<file path="src/rtl/teknofest_prog_loader.sv">
// UART boot loader: receives a MAGIC-framed program image on prog_rx_i and
// writes it word by word into program RAM, holding the SoC in reset while
// loading and for RST_HOLD_CYCLES afterwards. Bytes are 8N1, LSB first.
module teknofest_prog_loader #(
  parameter int          CLKS_PER_BIT    = 868,
  parameter int          RAM_DEPTH       = 131072,
  parameter int          TIMEOUT_CYCLES  = 10000000,
  parameter int          RST_HOLD_CYCLES = 64,
  parameter logic [31:0] MAGIC           = 32'hA55AC33C
) (
  input  logic                         clk_i,
  input  logic                         rst_i,
  input  logic                         prog_rx_i,
  output logic                         ram_we_o,
  output logic [$clog2(RAM_DEPTH)-1:0] ram_addr_o,
  output logic [31:0]                  ram_wdata_o,
  output logic                         system_reset_o,
  output logic                         prog_mode_led_o,
  output logic                         err_o
);

  localparam int AW   = $clog2(RAM_DEPTH);
  localparam int CW   = AW + 1;  // one extra bit so N = RAM_DEPTH does not wrap
  localparam int CNW  = $clog2(CLKS_PER_BIT + 1);
  localparam int TW   = $clog2(TIMEOUT_CYCLES + 1);
  localparam int HW   = $clog2(RST_HOLD_CYCLES + 1);
  localparam int HALF = CLKS_PER_BIT / 2;

  typedef enum logic [1:0] {RX_IDLE, RX_START, RX_DATA, RX_STOP} rx_state_t;
  typedef enum logic [1:0] {S_IDLE, S_LEN, S_DATA, S_RELEASE} state_t;

  // ---------------- UART receiver ----------------
  logic            sync1, rx_sync, rx_prev;
  rx_state_t       rx_state, rx_state_n;
  logic [CNW-1:0]  rx_cnt, rx_cnt_n;
  logic [2:0]      bit_idx, bit_idx_n;
  logic [7:0]      rx_byte, rx_byte_n;
  logic            byte_vld, frame_err, start_det;

  // two-flop synchroniser plus a delayed copy for falling-edge detection
  always_ff @(posedge clk_i or posedge rst_i) begin
    if (rst_i) begin
      sync1   <= 1'b1;
      rx_sync <= 1'b1;
      rx_prev <= 1'b1;
    end else begin
      sync1   <= prog_rx_i;
      rx_sync <= sync1;
      rx_prev <= rx_sync;
    end
  end

  // receiver state register
  always_ff @(posedge clk_i or posedge rst_i) begin
    if (rst_i) begin
      rx_state <= RX_IDLE;
      rx_cnt   <= '0;
      bit_idx  <= '0;
      rx_byte  <= '0;
    end else begin
      rx_state <= rx_state_n;
      rx_cnt   <= rx_cnt_n;
      bit_idx  <= bit_idx_n;
      rx_byte  <= rx_byte_n;
    end
  end

  // receiver next state: mid-bit sampling, glitch rejection, stop-bit check
  always_comb begin
    rx_state_n = rx_state;
    rx_cnt_n   = rx_cnt;
    bit_idx_n  = bit_idx;
    rx_byte_n  = rx_byte;
    byte_vld   = 1'b0;
    frame_err  = 1'b0;
    start_det  = 1'b0;
    unique case (rx_state)
      RX_IDLE: begin
        if (rx_prev && !rx_sync) begin
          start_det  = 1'b1;
          rx_cnt_n   = '0;
          rx_state_n = RX_START;
        end
      end
      RX_START: begin
        if (rx_cnt == CNW'(HALF - 1)) begin
          rx_cnt_n   = '0;
          bit_idx_n  = '0;
          // line back high at mid start bit: treat as a glitch
          rx_state_n = rx_sync ? RX_IDLE : RX_DATA;
        end else begin
          rx_cnt_n = rx_cnt + 1'b1;
        end
      end
      RX_DATA: begin
        if (rx_cnt == CNW'(CLKS_PER_BIT - 1)) begin
          rx_cnt_n  = '0;
          rx_byte_n = {rx_sync, rx_byte[7:1]};
          bit_idx_n = bit_idx + 3'd1;
          if (bit_idx == 3'd7) rx_state_n = RX_STOP;
        end else begin
          rx_cnt_n = rx_cnt + 1'b1;
        end
      end
      RX_STOP: begin
        if (rx_cnt == CNW'(CLKS_PER_BIT - 1)) begin
          rx_cnt_n   = '0;
          rx_state_n = RX_IDLE;
          if (rx_sync) byte_vld  = 1'b1;
          else         frame_err = 1'b1;
        end else begin
          rx_cnt_n = rx_cnt + 1'b1;
        end
      end
      default: rx_state_n = RX_IDLE;
    endcase
  end

  // ---------------- frame parser ----------------
  state_t          state, state_n;
  logic [31:0]     shreg, word;
  logic [1:0]      byte_cnt;
  logic [CW-1:0]   word_cnt, n_words;
  logic [TW-1:0]   idle_cnt;
  logic [HW-1:0]   hold_cnt;

  logic [31:0]     shreg_next, word_next;
  logic            last_byte, last_word, len_big, timeout, hold_done;

  assign shreg_next = {shreg[23:0], rx_byte};
  assign word_next  = {rx_byte, word[31:8]};   // little-endian packing
  assign last_byte  = byte_vld && (byte_cnt == 2'd3);
  assign last_word  = (word_cnt + CW'(1)) == n_words;
  assign len_big    = word_next > 32'(RAM_DEPTH);
  assign timeout    = (state == S_LEN || state == S_DATA) && !start_det &&
                      (idle_cnt == TW'(TIMEOUT_CYCLES - 1));
  assign hold_done  = hold_cnt == HW'(RST_HOLD_CYCLES - 1);

  // parser state register
  always_ff @(posedge clk_i or posedge rst_i) begin
    if (rst_i) state <= S_IDLE;
    else       state <= state_n;
  end

  // parser next state
  always_comb begin
    state_n = state;
    unique case (state)
      S_IDLE:
        if (byte_vld && shreg_next == MAGIC) state_n = S_LEN;
      S_LEN:
        if (timeout) state_n = S_RELEASE;
        else if (last_byte) state_n = (word_next == 32'd0 || len_big) ? S_RELEASE : S_DATA;
      S_DATA:
        if (timeout || (last_byte && last_word)) state_n = S_RELEASE;
      S_RELEASE:
        if (hold_done) state_n = S_IDLE;
      default: state_n = S_IDLE;
    endcase
  end

  // parser datapath and registered outputs
  always_ff @(posedge clk_i or posedge rst_i) begin
    if (rst_i) begin
      shreg           <= '0;
      word            <= '0;
      byte_cnt        <= '0;
      word_cnt        <= '0;
      n_words         <= '0;
      idle_cnt        <= '0;
      hold_cnt        <= '0;
      ram_we_o        <= 1'b0;
      ram_addr_o      <= '0;
      ram_wdata_o     <= '0;
      system_reset_o  <= 1'b1;
      prog_mode_led_o <= 1'b0;
      err_o           <= 1'b0;
    end else begin
      ram_we_o <= 1'b0;
      unique case (state)
        S_IDLE: begin
          if (byte_vld) begin
            shreg <= shreg_next;
            if (shreg_next == MAGIC) begin
              err_o           <= 1'b0;
              prog_mode_led_o <= 1'b1;
              system_reset_o  <= 1'b0;
              word_cnt        <= '0;
              byte_cnt        <= '0;
              idle_cnt        <= '0;
            end
          end
        end
        S_LEN, S_DATA: begin
          idle_cnt <= start_det ? '0 : idle_cnt + 1'b1;
          if (timeout || frame_err) begin
            err_o <= 1'b1;
          end else if (byte_vld) begin
            byte_cnt <= byte_cnt + 2'd1;
            word     <= word_next;
            if (byte_cnt == 2'd3) begin
              if (state == S_LEN) begin
                n_words <= word_next[CW-1:0];
                if (len_big) err_o <= 1'b1;
              end else begin
                ram_we_o    <= 1'b1;
                ram_addr_o  <= word_cnt[AW-1:0];
                ram_wdata_o <= word_next;
                word_cnt    <= word_cnt + CW'(1);
              end
            end
          end
        end
        S_RELEASE: begin
          prog_mode_led_o <= 1'b0;
          // cleared so stale bytes cannot complete a MAGIC match later
          shreg           <= '0;
          if (hold_done) begin
            hold_cnt       <= '0;
            system_reset_o <= 1'b1;
          end else begin
            hold_cnt <= hold_cnt + 1'b1;
          end
        end
        default: ;
      endcase
    end
  end

endmodule

</file>
<file path="config.mk">
export PLATFORM = sky130hd
export DESIGN_NAME = teknofest_prog_loader
export DESIGN_NICKNAME = d
export VERILOG_FILES = /design/src/rtl/teknofest_prog_loader.sv
export SDC_FILE = /design/constraint.sdc
export NUM_CORES = 1
export LEC_CHECK = 0
export BUFFER_PORTS_ARGS = -buffer_cell sky130_fd_sc_hd__buf_2
export CAP_MARGIN = 10
export CORE_MARGIN = 2
export CORE_UTILIZATION = 35
export DETAILED_ROUTE_END_ITERATION = 8
export PLACE_DENSITY_LB_ADDON = 0.1
export SYNTH_ARGS = -nofsm -noshare
export SYNTH_HDL_FRONTEND = slang
export SYNTH_SLANG_ARGS = --single-unit
</file>
<file path="constraint.sdc">
create_clock -name clk_i -period 8.1 [get_ports clk_i]
set_input_delay 0.405 -clock clk_i [delete_from_list [all_inputs] [get_ports clk_i]]
set_output_delay 0.405 -clock clk_i [all_outputs]
set_load 0.05 [all_outputs]
</file>
Word-level counts from Yosys, hierarchy flattened
Cells that the tools add are included.
{"block": "totals", "regBits": 206, "input_bits": 3, "out_inout_bits": 53}
{"block": "op_classes", "add_sub_neg": 6, "n_lt_le_gt_ge": 1, "eq_ne": 33, "muxes": 66, "bitwise": 2, "n_reduce_logical": 34}
{"op": "$mux W18", "n": 6}
{"op": "$mux W24", "n": 4}
{"op": "$pmux W24 S2", "n": 2}
{"op": "$pmux W18 S2", "n": 1}
{"op": "$eq A32 B32 Y1 const B", "n": 1}
{"op": "$gt A32 B18 Y1 const B", "n": 1}
{"op": "$logic_not A32 Y1", "n": 1}
{"op": "$mux W10", "n": 3}
{"op": "$mux W2", "n": 15}
{"op": "$pmux W10 S3", "n": 1}
{"op": "$ne A2 B2 Y1 const B", "n": 13}
{"op": "$add A24 B1 Y24 const B", "n": 1}
{"op": "$eq A24 B24 Y1 const B", "n": 1}
{"op": "$mux W1", "n": 24}
{"op": "$reduce_and A5 Y1", "n": 4}
{"op": "$add A18 B1 Y18 const B", "n": 1}
{"op": "$eq A18 B18 Y1", "n": 1}
{"op": "$pmux W2 S4", "n": 2}
{"op": "$ne A3 B3 Y1 const B", "n": 5}
{"op": "$reduce_and A7 Y1", "n": 2}
{"op": "$reduce_and A3 Y1", "n": 4}
{"op": "$add A10 B1 Y10 const B", "n": 1}
{"op": "$eq A10 B10 Y1 const B", "n": 1}
{"op": "$eq A10 B9 Y1 const B", "n": 1}
{"op": "22 further kinds", "n": 46}

Longest topological paths before layout
Gate-level depths: netlist (run 1).
{"block": "logic_depth", "depth_word": 10, "depth_mapped": 11, "ltp_nobuf": 9}

Least setup slack after synthesis (run 1)
No wires, ideal clock.
{"block": "synth_timing", "path_kind": "register to register", "startpoint": "reg idle_cnt[16]", "endpoint": "reg ram_addr_o[15]", "t_arrival_ns": 2.623, "required_time_ns": 7.975, "path_slack_ns": 5.352, "path_stages_with_launch": 8, "n_path_buf": 2, "cell_sequence": "dfrtp_1 or4_1 or4_1 o311a_1 buf_2 nand3_2 buf_2 mux2_2"}
{"block": "synth_via", "elab_chain_len": 5}
{"item": "start: declaration", "line": "124", "source": "logic [TW-1:0] idle_cnt;"}
{"item": "start signal: assignment", "line": "195", "source": "idle_cnt <= start_det ? '0 : idle_cnt + 1'b1;"}
{"item": "$eq A24 B24 Y1", "line": "136", "source": "(idle_cnt == TW'(TIMEOUT_CYCLES - 1));"}
{"item": "$logic_and A1 B1 Y1", "line": "135", "source": "assign timeout = (state == S_LEN || state == S_DATA) && !start_det &&"}
{"item": "$logic_or A1 B1 Y1", "line": "196", "source": "if (timeout || frame_err) begin"}
{"item": "$not A1 Y1 (no line)"}
{"item": "$reduce_and A5 Y1 (no line)"}
{"item": "end signal: assignment", "line": "207", "source": "ram_addr_o <= word_cnt[AW-1:0];"}
{"item": "end: declaration", "line": "15", "source": "output logic [$clog2(RAM_DEPTH)-1:0] ram_addr_o,"}
Every way passes these cells.
A chain may end at the register's enable or synchronous reset.

==> results.cfg, run 1 <==
[clocking]
clk_path_buf_depth = 2
postCtsSetupBuffers = 0
postCtsHoldBufs = 0
numCtsBuffers = 17
ctsResizeCount = 0
clk_latency_ns = 0.44
root_buffer = clkbuf_16
cts.htree.levels = 4
cts.sinks = 198
tritoncts = yes
clkTransAtPathRegs_ns = 0.08

[min_path]
min_path_type = in -> reg

[place]
hpwl_mm = 15.04
place_area_um2 = 10010
io_buffers = 55
dp_cells = 1239
routabilityCongestion = 0.7606
pre_cts_slack_ns = 3.867

[timing]
timing.slew.headroom = 0.2577
rsz0062_at_grt = false
max_freq_mhz = 240.5
clock_skew_ns = 0.01598
setup_viol = 0
period_share = 0.5134
hold_violations = 0
tns_ns = 0
slew_violations = 0
fin_crit_ns = 4.158
tightest_slew_ns = 1.082
fin_ws_ns = 3.942

[detailed_routing]
drt-vias-per-instance = 5.250
drtIter0Drc = 405
routed_wl_mm = 22.09
vias = 6678
dr.pass1.iters = 5
ant_nets = 0
wl_per_cell_um = 17.36
drc = 0

[final_layout]
stdcell_area_um2 = 10650
multiInputGateArea_um2 = 4225
final_cell_count_no_fill = 1272
regArea_um2 = 4960
num-nets-final = 939
drive_gt1_frac = 0.2134
final.fill_count = 2557
diodes = 0
syn_to_final_growth_pct = 13.29

[worst_setup_path]
cp_top_family = simple AND/OR/NAND/NOR gates
crit_chain = nand3_1 -> nor4_1 -> o311a_1 -> buf_4 -> nand3_2 -> buf_4 -> nor2_1 -> nand3_1 -> o21ai_0
cp-start-kind = flop
endpoint_kind = flop
crit_arrival_ns = 4.52
cpPeakStageDelay_ns = 0.88
path_buf_inv = 2
crit_type = reg -> reg
crit_required_ns = 8.46
path_max_fanout = 38
crit_slowest_cell = nor4_1

[grt]
first_global_vias = 6614
grt_pass1_wl_mm = 37.27
antenna_found_initial = 0
grt_max_degree = 127
gr-total-overflow = 0
grtUsageTotal = 0.1653

[power]
p_leak_nw = 4.955
p_clk_frac = 0.449
p_seq_frac = 0.516
p_int_w = 0.001482
power.share.switching = 0.2498
peakVddDrop_mv = 0.1161
power.switching_w = 0.0004934
powerDensity_nw_per_um2 = 185.4
p_total_w = 0.001976
combPwrFrac = 0.035

[floorplanning]
die_height_um = 167.9
num_io_pins = 56
coreArea_um2 = 26210
fp.dieArea_um2 = 28200
die_x_um = 167.9
initial_core_util = 0.3588
rows = 59

[yosys]
synth_flop_cell = dfrtp_1
synth_fp_nets = 895
synth_cells = 880
synth_area_um2 = 9404
yosysSeqAreaShare = 0.5274
synth_cell_types = 67
synth_area_per_cell_um2 = 10.69
ys_ff_latch = 198
synth_edf_count = 0
yosysWarnings = 0
async_reset_ff_frac = 1.000

[job]
cap_violations = 0

[status]
status = complete, no violations
==> layout make-up <==
class | instances | share of cell area
Sequential cell | 198 | 0.4655
Clock inverter | 14 | 0.01656
Clock buffer | 18 | 0.04122
Timing Repair Buffer | 64 | 0.03406
Tap cell | 335 | 0.03934
Inverter | 17 | 0.006694
Multi-Input combinational cell | 626 | 0.3966
==> metal layers <==
metal / up-vias / global-route usage / part of all wire
li1: 3277 / - / -
met1: 3302 / 0.2466 / 0.52
met2: 88 / 0.2526 / 0.44
met3: 11 / 0.03079 / 0.025
met4: 0 / 0.03100 / 0.0084
met5: - / 0 / 0
==> registers in the layout, indices dropped and copies added, names as in the netlist, named ones only <==
register         flops
bit_idx              3
byte_cnt             2
err_o                1
hold_cnt             7
idle_cnt            24
n_words             18
prog_mode_led_o      1
ram_addr_o          17
ram_wdata_o         32
ram_we_o             1
rx_byte              8
rx_cnt              10
rx_prev              1
rx_state             1
rx_sync              1
shreg               24
state                2
sync1                1
system_reset_o       1
word                24
word_cnt            18
==> power by group through the flow <==
stage / registers (W) / clock network [W] / logic [W]
final: 0.00102 / 0.000886 / 0.0000694
after floorplan: 0.00103 / 0 / 0.0000556
after global placement: 0.00104 / 0 / 0.0000707
after CTS: 0.00102 / 0.000913 / 0.0000723
after detailed placement: 0.00104 / 0 / 0.0000714
after global routing: 0.00102 / 0.000956 / 0.0000836
==> metrics by stage <==
stage,hold slack (ns),util
after floorplan,0.3452,-
after global placement,0.3813,0.3820
after detailed placement,0.3737,0.3820
after CTS,0.05372,0.4055
after global routing,0.05113,0.4065
final,0.07033,0.4065
==> layout by cell type (no fill, tap or decap), drive strengths merged, types with 4 or more instances in the layout <==
cell type,count
dfrtp,194
o21ai,108
mux2,94
nand2,91
buf,64
nor2,49
nand2b,32
inv,26
nand3,23
clkbuf,18
nor4,16
nand4,16
and3,15
nor3,14
xor2,13
xnor2,13
o31ai,13
a21oi,13
ha,12
a31oi,10
or4,10
nor2b,8
mux2i,7
or3,6
and4,5
nand3b,4
nand4b,4
o22ai,4
dfstp,4
clkinv,4
==> path summary, 6_finish.rpt <==
| path | start | endpoint | slack, ns | cells past startpoint |
|---|---|---|---|---|
| setup / recovery | flop | word_cnt[14] | 3.94 | 9 |
| hold / removal | prog_rx_i | sync1 | 0.07 | 1 |
| setup reg to reg | flop | word_cnt[14] | 3.94 | 9 |
| hold reg to reg | sync1 | rx_sync | 0.38 | 0 |
| max in group asynchronous | rst_i | n_words[4] | 6.45 | 3 |
| min in group asynchronous | rst_i | idle_cnt[10] | 0.15 | 2 |
==> cells in the mapped netlist (13+ instances only) <==
cell | count | area share
dfrtp_1 | 194 | 0.52
xor2_1 | 13 | 0.012
o31ai_1 | 13 | 0.010
mux2_2 | 89 | 0.11
nand2_1 | 91 | 0.036
nand2b_1 | 32 | 0.021
nand4_1 | 16 | 0.011
o21ai_0 | 108 | 0.057
nor2_1 | 49 | 0.020
inv_1 | 17 | 0.0068
nor4_1 | 16 | 0.011
and3_1 | 15 | 0.010
xnor2_1 | 13 | 0.012
nor3_1 | 13 | 0.0069
clkbuf_1 | 24 | 0.0096
nand3_1 | 22 | 0.012
==> worst register-to-register path: cells and delay by family (launching register included) <==
| family | cells | cell delay, ns |
|---|---|---|
| AND/OR/NAND/NOR | 5 | 2.22 |
| buffers and inverters | 2 | 0.80 |
| AO/OA/AOI/OAI | 2 | 0.47 |
| flip-flops | 1 | 0.61 |
==> cell families after synthesis <==
logic type               share of synthesized area
AO/OA/AOI/OAI                               0.1102
XOR/XNOR                                   0.02674
adder cells (fa/ha/maj)                    0.01597
buffers and inverters                      0.02461
flip-flops                                  0.5274
multiplexers                                0.1200
AND/OR/NAND/NOR                             0.1751
Note: power is estimated with default switching activity, not from simulation.
==> inputs of run 2 (changes only) <==
Clock period 8.1 ns to 3.7 ns, I/O delays scaled along.
==> run 2 against run 1 <==
Against the previous run:
- design area rose by 0.33%
- flip-flop and latch count unchanged
- clock-buffer cell count up 1
- first-iteration DRC count down 12%
- largest power group unchanged
- cell count up 0.94%
- core utilization increased by 0.13 points
- largest cell class unchanged
- global-route usage grew 0.18 points
- wire length grew 1.7%
- critical path type unchanged
- die area unchanged
==> results.cfg, run 2 (synthesis results as in run 1) <==
[status]
status = complete, no violations

[worst_setup_path]
cp-start-kind = flop
r2r_cells = 7
endpoint_kind = flop
crit_arrival_ns = 3.53
path_max_fanout = 9
crit_required_ns = 4.06
crit_type = reg -> reg

[timing]
rsz0062_at_grt = false
period_share = 0.8589
whs_ns = 0.2813
max_freq_mhz = 314.7
fin_ws_ns = 0.5222
fin_crit_ns = 3.178
tns_ns = 0
slew_violations = 0
timing.slew.headroom = 0.4777
hold_violations = 0
setup_viol = 0
tightest_slew_ns = 0.7806
clock_skew_ns = 0.02108

[floorplanning]
rows = 59
die_x_um = 167.9
die_height_um = 167.9
fp.dieArea_um2 = 28200
initial_core_util = 0.3588
num_io_pins = 56
coreArea_um2 = 26210

[final_layout]
layout_commonest_cell = dfrtp_1
top_register = ram_wdata_o
num-nets-final = 951
largest_reg_flops = 32
final_cell_count_no_fill = 1284
most-common-layout-cells = dfrtp_1 (194), o21ai_0 (108), nand2_1 (91), mux2_2 (89), buf_2 (55)
final.fill_count = 2504
syn_to_final_growth_pct = 13.66
drive_gt1_frac = 0.2192
diodes = 0

[power]
power.switching_w = 0.001071
p_leak_nw = 4.969
powerDensity_nw_per_um2 = 395.4
power.share.switching = 0.2535
combPwrFrac = 0.038
p_clk_frac = 0.433
peakVddDrop_mv = 0.2267
p_seq_frac = 0.529
p_int_w = 0.003155

[clocking]
clkTransAtPathRegs_ns = 0.08
ctsResizeCount = 0
cts.htree.levels = 4
postCtsSetupBuffers = 0
tritoncts = yes
cts.sinks = 198
clk_latency_ns = 0.45
numCtsBuffers = 17
root_buffer = clkbuf_16
clk_path_buf_depth = 2

[detailed_routing]
vias = 6723
ant_nets = 0
dr.pass1.iters = 4
drtIter0Drc = 356
drt-vias-per-instance = 5.236
wl_per_cell_um = 17.49
routed_wl_mm = 22.46
drc = 0

[job]
cap_violations = 0

[grt]
gr-total-overflow = 0
first_global_vias = 6611
grt_pass1_wl_mm = 37.39
grt_max_degree = 97
antenna_found_initial = 0
grtUsageTotal = 0.1670

[place]
hpwl_mm = 15.78
routabilityCongestion = 0.7994
dp_cells = 1250
pre_cts_slack_ns = 0.5212
io_buffers = 55

[min_path]
min_path_type = in -> async
-- run 2: cell count changes in the layout (fill, tap and decap cells not counted), sizes merged --
cell | before | now
clkbuf | 18 | 19
dlygate4sd3 | 0 | 2
bufinv | 1 | 0
clkinvlp | 0 | 3
clkinv | 4 | 2
inv | 26 | 25
buf | 64 | 74
-- run 2: per-layer routing --
metal,vias to the layer above,share of wire,track usage,routed length (um)
met5,-,0,0,0
met4,0,0.017,0.05482,378
met3,22,0.025,0.02586,564
met2,82,0.44,0.2503,9901
met1,3332,0.52,0.2474,11610
li1,3287,-,-,-
-- run 2: path summary, 6_finish.rpt --
| kind | endpoint | slack (ns) | startpoint |
|---|---|---|---|
| min in group clk_i | rx_sync | 0.38 | sync1 |
| setup reg to reg | state[1] | 0.52 | word_cnt[3] |
| hold reg to reg | rx_sync | 0.38 | sync1 |
| max in group asynchronous | ram_wdata_o[8] | 2.61 | rst_i |
| setup / recovery | state[1] | 0.52 | word_cnt[3] |
| hold / removal | idle_cnt[6] | 0.28 | rst_i |
-- run 2: final cells by class --
type | instances | area [um2] | area share
clock buffer | 19 | 432.9 | 0.04050
clock inverter | 13 | 133.9 | 0.01252
inverter | 17 | 67.56 | 0.006321
multi-input combinational | 626 | 4225 | 0.3953
sequential | 198 | 4960 | 0.4640
tap | 335 | 419.2 | 0.03921
timing repair buffer | 76 | 450.4 | 0.04214
-- run 2: critical path, stage by stage, from the launching register on --
cell      delay [ns]
dfrtp_1         0.51
nand4_1         0.34
nor3_1          0.54
o311ai_1        0.13
or4_1           0.55
or4_4           0.58
a21oi_2         0.23
mux2i_1         0.22
-- run 2: stage by stage --
step | instance area [um2] | util | power (W)
after CTS | 10690 | 0.4079 | 0.004305
after global placement | 10100 | 0.3855 | 0.002441
after global routing | 10690 | 0.4079 | 0.004422
final | 10690 | 0.4079 | 0.004227
after detailed placement | 10100 | 0.3855 | 0.002441
after floorplan | 9408 | - | 0.002385
-- run 2: what timing repair did --
action                                  4_1_cts  5_1_grt
hold endpoints to repair                     12        0
endpoints found under the setup margin        0        0
hold buffers                                  2        0
-- run 2: power groups by stage --
stage | clock (W) | combinational, W | sequential (W)
after global routing | 0.00199 | 0.000192 | 0.00225
final | 0.00183 | 0.000162 | 0.00224
after detailed placement | 0 | 0.000165 | 0.00228
after CTS | 0.00190 | 0.000167 | 0.00224
after global placement | 0 | 0.000162 | 0.00228
after floorplan | 0 | 0.000122 | 0.00226
==> inputs of run 3 (changes only) <==
Settings changed: CTS_BUF_LIST from default to sky130_fd_sc_hd__clkbuf_8, SETUP_SLACK_MARGIN from default to 0.2.
==> run 3 against run 2 <==
Against the previous run:
- design area down 1.8%
- core utilization decreased by 0.73 points
- sequential share of layout area grew 0.85 points
- hold slack worse by 0.045 ns
- non-clock buffer count did not move
- critical path depth unchanged
- largest power group unchanged
- wire length shrank 0.19%
- worst setup slack got worse by 0.020 ns
==> results.cfg, run 3 (synthesis results as in run 1) <==
[timing]
hold_violations = 0
max_freq_mhz = 312.7
fin_ws_ns = 0.5022
tns_ns = 0
tightest_slew_ns = 0.7751
timing.slew.headroom = 0.4814
clock_skew_ns = 0.02016
rsz0062_at_grt = false
slew_violations = 0
setup_viol = 0
period_share = 0.8643
fin_crit_ns = 3.198

[grt]
first_global_vias = 6607
gr-total-overflow = 0
grt_pass1_wl_mm = 37.23
antenna_found_initial = 0
grt_max_degree = 97
grtUsageTotal = 0.1660

[job]
cap_violations = 0

[floorplanning]
die_height_um = 167.9
fp.dieArea_um2 = 28200
initial_core_util = 0.3588
die_x_um = 167.9
rows = 59
coreArea_um2 = 26210
num_io_pins = 56

[place]
place_area_um2 = 10100
io_buffers = 55
routabilityCongestion = 0.7994
pre_cts_slack_ns = 0.5212
hpwl_mm = 15.78

[clocking]
clk_path_buf_depth = 2
cts.sinks = 198
cts.htree.levels = 4
tritoncts = yes
ctsResizeCount = 0
root_buffer = clkbuf_8
postCtsSetupBuffers = 0
numCtsBuffers = 17
clkTransAtPathRegs_ns = 0.11
clk_latency_ns = 0.48

[detailed_routing]
drt-vias-per-instance = 5.266
wl_per_cell_um = 17.46
drtIter0Drc = 404
vias = 6762
routed_wl_mm = 22.41
ant_nets = 0
dr.pass1.iters = 4
drc = 0

[worst_setup_path]
endpoint_kind = flop
cp-start-kind = flop
reg2reg_setup_slack_ns = 0.50
crit_type = reg -> reg
crit_required_ns = 4.09
regToRegEndpoint = state[1]
crit_slowest_cell = or4_4
crit_arrival_ns = 3.59
crit_end = state[1]
startpoint = word_cnt[3]
cp_top_family = simple AND/OR/NAND/NOR gates
r2r_cells = 7
cp.depth = 7
crit_chain = nand4_1 -> nor3_1 -> o311ai_1 -> or4_1 -> or4_4 -> a21oi_2 -> mux2i_1
path_buf_inv = 0
path_max_fanout = 9
cpPeakStageDelay_ns = 0.58
reg2reg_from = word_cnt[3]

[final_layout]
top_register = ram_wdata_o
num-nets-final = 951
utilization = 0.4006
largest_reg_flops = 32
layout_commonest_cell = dfrtp_1
drive_gt1_frac = 0.2192
final.fill_count = 2524
stdcell_area_um2 = 10500
syn_to_final_growth_pct = 11.63
diodes = 0
most-common-layout-cells = dfrtp_1 (194), o21ai_0 (108), nand2_1 (91), mux2_2 (89), buf_2 (55)

[power]
peakVddDrop_mv = 0.1872
p_leak_nw = 4.890
powerDensity_nw_per_um2 = 358.7
p_total_w = 0.003765

[status]
status = complete, no violations

[min_path]
min_path_type = in -> async
run 3: through the flow:
step	instances	hold WS (ns)
floorplan	880	0.1895
global placement	1250	0.2035
detailed placement	1250	0.2022
CTS	1284	0.2219
global route	1284	0.2443
finish	1284	0.2363
run 3: worst min-delay path by stage:
stage                          from          end  cells after the start
after floorplan           prog_rx_i        sync1                      0
after global placement        rst_i  idle_cnt[6]                      2
after detailed placement      rst_i  idle_cnt[6]                      2
after CTS                     rst_i    rx_cnt[5]                      3
after global routing          rst_i  idle_cnt[6]                      3
final                         rst_i  idle_cnt[6]                      3
run 3: routing by layer:
layer  routed length, um  global-route usage
met1               11490              0.2447
met2               10060              0.2531
met3                 639             0.02868
met4                 229             0.04272
met5                   0                   0
run 3: cell type report:
class | count | area [um2] | share of cell area
well taps | 335 | 419.2 | 0.03993
clock buffers | 17 | 234.0 | 0.02229
multi-input cells | 626 | 4225 | 0.4025
clock inverters | 15 | 141.4 | 0.01347
inverters | 17 | 67.56 | 0.006436
repair buffers | 76 | 450.4 | 0.04291
flip-flops and latches | 198 | 4960 | 0.4725
run 3: power by group:
group,leakage [nW],internal (W),switching (W)
Clock,0.192,0.000498,0.000869
Combinational,1.96,0.0000588,0.000103
Sequential,2.74,0.00220,0.0000393
Total,4.89,0.00275,0.00101
run 3: repair_timing:
item / CTS / global route
hold buffers: 2 / 0
endpoints found under the hold margin: 12 / 0
setup endpoints to repair: 0 / 0
run 3: tightest hold or removal path: stages:
cell and delay [ns]:
dlygate4sd3_1 0.53, buf_2 0.13, clkinvlp_4 0.27
